[src/rtl/reg16_load_arbiter.sv]
// Round-robin arbiter sharing the load port of a single Reg16 register.
// Each grant runs IDLE -> LOAD (reg_ld pulse) -> ACK (one-hot ack pulse) -> IDLE.
module reg16_load_arbiter #(
    parameter int NUM_REQ = 4,
    parameter int WIDTH   = 16,
    parameter int IDX_W   = $clog2(NUM_REQ)
) (
    input  logic                       clk_i,
    input  logic                       rst_ni,
    input  logic [NUM_REQ-1:0]         req_i,
    input  logic [NUM_REQ*WIDTH-1:0]   wdata_i,
    output logic [NUM_REQ-1:0]         ack_o,
    output logic                       reg_ld_o,
    output logic [WIDTH-1:0]           reg_in_o,
    output logic [IDX_W-1:0]           owner_o,
    output logic                       busy_o
);

    typedef enum logic [1:0] {
        IDLE = 2'd0,
        LOAD = 2'd1,
        ACK  = 2'd2
    } state_t;

    state_t               state_q;
    logic [IDX_W-1:0]     ptr_q;
    logic [IDX_W-1:0]     owner_q;
    logic [WIDTH-1:0]     reg_in_q;
    logic                 reg_ld_q;
    logic [NUM_REQ-1:0]   ack_q;
    logic                 busy_q;

    logic                 found_d;
    logic [IDX_W-1:0]     win_d;
    logic [IDX_W-1:0]     cand_d;
    logic [WIDTH-1:0]     win_data_d;

    // Index base+off wrapped into 0..NUM_REQ-1; works for non-power-of-two NUM_REQ.
    function automatic logic [IDX_W-1:0] rr_idx(input logic [IDX_W-1:0] base, input int off);
        int s;
        s = int'(base) + off;
        if (s >= NUM_REQ) begin
            s = s - NUM_REQ;
        end
        return IDX_W'(s);
    endfunction

    function automatic logic [NUM_REQ-1:0] onehot(input logic [IDX_W-1:0] idx);
        logic [NUM_REQ-1:0] v;
        v = '0;
        for (int i = 0; i < NUM_REQ; i++) begin
            if (idx == IDX_W'(i)) begin
                v[i] = 1'b1;
            end
        end
        return v;
    endfunction

    // Search starts at ptr so the last owner has lowest priority next time.
    always_comb begin
        found_d    = 1'b0;
        win_d      = '0;
        cand_d     = '0;
        win_data_d = '0;
        for (int off = 0; off < NUM_REQ; off++) begin
            cand_d = rr_idx(ptr_q, off);
            if (!found_d && req_i[cand_d]) begin
                found_d = 1'b1;
                win_d   = cand_d;
            end
        end
        for (int i = 0; i < NUM_REQ; i++) begin
            if (win_d == IDX_W'(i)) begin
                win_data_d = wdata_i[i*WIDTH +: WIDTH];
            end
        end
    end

    always_ff @(posedge clk_i) begin
        if (!rst_ni) begin
            state_q  <= IDLE;
            ptr_q    <= '0;
            owner_q  <= '0;
            reg_in_q <= '0;
            reg_ld_q <= 1'b0;
            ack_q    <= '0;
            busy_q   <= 1'b0;
        end else begin
            case (state_q)
                IDLE: begin
                    reg_ld_q <= 1'b0;
                    ack_q    <= '0;
                    if (found_d) begin
                        reg_in_q <= win_data_d;
                        owner_q  <= win_d;
                        reg_ld_q <= 1'b1;
                        busy_q   <= 1'b1;
                        state_q  <= LOAD;
                    end
                end
                LOAD: begin
                    reg_ld_q <= 1'b0;
                    ack_q    <= onehot(owner_q);
                    state_q  <= ACK;
                end
                ACK: begin
                    ack_q   <= '0;
                    busy_q  <= 1'b0;
                    ptr_q   <= rr_idx(owner_q, 1);
                    state_q <= IDLE;
                end
                default: begin
                    reg_ld_q <= 1'b0;
                    ack_q    <= '0;
                    busy_q   <= 1'b0;
                    state_q  <= IDLE;
                end
            endcase
        end
    end

    assign ack_o    = ack_q;
    assign reg_ld_o = reg_ld_q;
    assign reg_in_o = reg_in_q;
    assign owner_o  = owner_q;
    assign busy_o   = busy_q;

    a_ld_ack_excl: assert property (@(posedge clk_i) disable iff (!rst_ni)
        !(reg_ld_q && (|ack_q)));
    a_ack_onehot: assert property (@(posedge clk_i) disable iff (!rst_ni)
        $onehot0(ack_q));

endmodule

[config.mk]
export PLATFORM = sky130hd
export DESIGN_NAME = reg16_load_arbiter
export DESIGN_NICKNAME = d
export VERILOG_FILES = /design/src/rtl/reg16_load_arbiter.sv
export SDC_FILE = /design/constraint.sdc
export NUM_CORES = 1
export LEC_CHECK = 0
export ABC_CLOCK_PERIOD_IN_PS = 2050
export BUFFER_PORTS_ARGS = -buffer_cell sky130_fd_sc_hd__buf_2
export CAP_MARGIN = 5
export CORE_UTILIZATION = 43
export DETAILED_ROUTE_END_ITERATION = 10
export PLACE_DENSITY_LB_ADDON = 0.08
export SLEW_MARGIN = 20
export SYNTH_ARGS = -nofsm -noshare
export SYNTH_HDL_FRONTEND = slang
export SYNTH_SLANG_ARGS = --single-unit
[constraint.sdc]
create_clock -name clk_i -period 2.05 [get_ports clk_i]
set_input_delay 0.1025 -clock clk_i [delete_from_list [all_inputs] [get_ports clk_i]]
set_output_delay 0.1025 -clock clk_i [all_outputs]
set_load 0.02 [all_outputs]
==> metrics.md <==
| Metric | Value |
|---|---|
| Fin. Hold Viols | `0` |
| RSZ-0062 raised after global routing | `false` |
| Post-CTS Setup Repair Bufs | `0` |
| Layout area overhead | `32.7%` |
| Leak | `0.979 nW` |
| Die extent in x | `62.1 um` |
| Largest cells by area after synthesis | `dfxtp_1 (36%), mux2i_1 (23%), o221ai_2 (11%), nand2_1 (4.6%), buf_6 (3.6%)` |
| Via count | `1405` |
| Most common cell after layout, fill and taps aside | `buf_2` |
| Row cnt | `21` |
| CP Launch Type | `register` |
| Total gr overflow | `0` |
| TritonCTS Sinks | `28` |
| Clock buffer depth | `2` |
| First-pass GRT wire length | `4.89 mm` |
| Initial core utilization | `45.8%` |
| Post-route DRC | `0` |
| Max-cap viol count | `0` |
| Mapped Area | `1550 um^2` |
| DR iter-0 viols | `39` |
| Vias/cell | `4.96` |
| Critical path data arrival time | `1.88 ns` |
| Gr usage total | `17.0%` |
| Core ar. | `3390 um^2` |
| Gate Count Post-Synth | `145` |
| Io pins | `94` |
| Syn Area/Cell | `10.7 um^2` |
| Min Tclk post-route | `1.66 ns` |
| Port Buf Inserts | `93` |
| Die height | `62.1 um` |
| Inst Count DP | `279` |
| PwrDens | `641 nW/um^2` |
| Yosys warns | `0` |
| Worst Max-Slew Pin Slew | `0.529 ns` |
| Final setup violation count | `0` |
| H-tree depth | `1` |
| CTS tree | `done` |
| Most frequent cells in the layout | `buf_2 (93), mux2i_1 (35), dfxtp_1 (28)` |
| Root buffer cell | `clkbuf_4` |
| Initial DRT Pass Iterations | `4` |
| Rel. slew slack | `64.7%` |
| Post_cts resized | `0` |
| Flop2flop setup slack | `0.39 ns` |
| Largest net degree at the start of global routing | `34` |
| Post-synth top area share | `36.1%` |
| Number of distinct library cells after synthesis | `26` |
| Worst VDD drop | `354 uV` |
| Clock transition at path regs | `0.14 ns` |
| Req. time, crit path | `2.27 ns` |
| Filler cell count | `315` |
| Status | `completed` |
| Register area share after synthesis | `36.1%` |
| ANT cells | `0` |
| HPWL Detailed | `2.76 mm` |
| Slew Viols, Final | `0` |
| Num CTS Buffers | `3` |
| Hold Path End | `reg_ld_o$_SDFFE_PN0P_` |
| Initial antenna violation count | `0` |
| Routed wire length | `3.52 mm` |
| Final Cycle Share | `80.7%` |
| Vias in the first global route | `1191` |
| FF-to-FF Start | `ptr_q[1]$_SDFFE_PN0N_` |
| Worst-path fanout max | `33` |
| Layout Cells excl Fill | `283` |
| Hold buffer count at cts | `0` |
| Worst hold path type | `input pin to register` |
| RR Endpoint | `reg_in_o[8]$_SDFFE_PN0P_` |
| # nets final | `312` |
| Die Footprint | `3860 um^2` |
| Layout cells sized above 1 | `48.5%` |
| Path depth of the worst reg2reg path | `6` |
| Worst-Skew Late Latency | `0.32 ns` |
| Routed WL per cell | `12.5 um` |
| Routability cong. | `0.736` |
| Synthesis-stage register bit count | `28` |
| Clk_skew | `0.00172 ns` |
| Worst Setup Path Type | `register to register` |
| Biggest area consumer among synthesized cells | `dfxtp_1` |
| Setup TNS | `0 ns` |
| Hold path cells | `2` |
| Syn nets | `219` |
| Crit end category | `register` |
| Antenna viol nets, final | `0` |
| Fmax | `0.604 GHz` |
| Hold_sp | `rst_ni` |
## sequential cells by signal, summed over array words and instances (netlist names)
signal,flops
busy_o,1
owner_o,2
reg_ld_o,1
ptr_q,2
ack_o,4
state_q,2
reg_in_o,16
## power by group
group          internal, mW  total (mW)  leakage, nW  switching, mW
combinational         0.193       0.421        0.727          0.227
clock                 0.109       0.266       0.0210          0.157
sequential            0.602       0.635        0.231         0.0329
total                 0.904        1.32        0.979          0.417
## per-layer routing
| metal | global-route usage, % | wire, um | vias up |
|---|---|---|---|
| met5 | 0 | 0 | - |
| met4 | 4.44 | 14 | 0 |
| met3 | 2.69 | 211 | 2 |
| met2 | 32.7 | 1780 | 53 |
| met1 | 19.3 | 1510 | 646 |
| li1 | - | - | 704 |
## critical path, stage by stage, from the launching register on
cell and delay [ns]:
dfxtp_1 0.38, a21oi_1 0.14, o21ai_0 0.15, a21oi_4 0.20, buf_12 0.25, mux2i_1 0.30
o221ai_2 0.13
## how the worst max path moves through the flow
stage / from / to / depth (start not counted)
final: ptr_q[1]$_SDFFE_PN0N_ / reg_in_o[8]$_SDFFE_PN0P_ / 6
after global routing: ptr_q[0]$_SDFFE_PN0N_ / reg_in_o[1]$_SDFFE_PN0P_ / 6
after CTS: ptr_q[1]$_SDFFE_PN0N_ / reg_in_o[8]$_SDFFE_PN0P_ / 6
after detailed placement: ptr_q[1]$_SDFFE_PN0N_ / reg_in_o[8]$_SDFFE_PN0P_ / 6
after global placement: ptr_q[0]$_SDFFE_PN0N_ / reg_in_o[1]$_SDFFE_PN0P_ / 6
after floorplan: ptr_q[1]$_SDFFE_PN0N_ / reg_in_o[4]$_SDFFE_PN0P_ / 6
## stage by stage
| stage | total power, mW | area [um^2] | setup slack (ns) | hold slack [ns] | util [%] |
|---|---|---|---|---|---|
| after floorplan | 0.931 | 1550 | 0.551 | 0.220 | - |
| after global placement | 1.06 | 2020 | 0.466 | 0.389 | 59.7 |
| after detailed placement | 1.07 | 2020 | 0.397 | 0.401 | 59.7 |
| after CTS | 1.34 | 2060 | 0.374 | 0.0403 | 60.8 |
| after global routing | 1.40 | 2060 | 0.286 | 0.0485 | 60.8 |
| final | 1.32 | 2060 | 0.395 | 0.0527 | 60.8 |
## final cells by class
type                    instances  area (um^2)  area share [%]
well taps                      46         57.6            2.79
inverters                       6         22.5            1.09
repair buffers                 96          500            24.3
clock buffers                   4         36.3            1.76
multi-input cells             103          883            42.9
flip-flops and latches         28          561            27.2
## synthesized netlist by cell type
| cell | n |
|---|---|
| and2b_1 | 1 |
| a21oi_4 | 1 |
| buf_12 | 1 |
| a21oi_1 | 3 |
| and2_1 | 5 |
| nand2b_1 | 3 |
| ha_1 | 4 |
| a221oi_2 | 1 |
| clkbuf_2 | 1 |
| nand2_1 | 19 |
| o21ai_0 | 2 |
| o21a_1 | 2 |
| nor3_2 | 1 |
| buf_6 | 5 |
| nor4_1 | 1 |
| mux2i_1 | 35 |
| inv_1 | 6 |
| nor2_1 | 2 |
| o221ai_2 | 11 |
| a22o_1 | 1 |
| o221ai_1 | 5 |
| buf_2 | 1 |
| or2b_1 | 1 |
| nor2b_1 | 4 |
| dfxtp_1 | 28 |
| and2_4 | 1 |
## cells by family after synthesis
logic type / count (synthesis) / synth area share, %
simple gates: 38 / 12.5
mux: 35 / 22.6
flops: 28 / 36.1
compound gates: 26 / 18.6
buf+inv: 14 / 7.01
fa+ha+maj: 4 / 3.22
(Power assumes the default switching activity.)
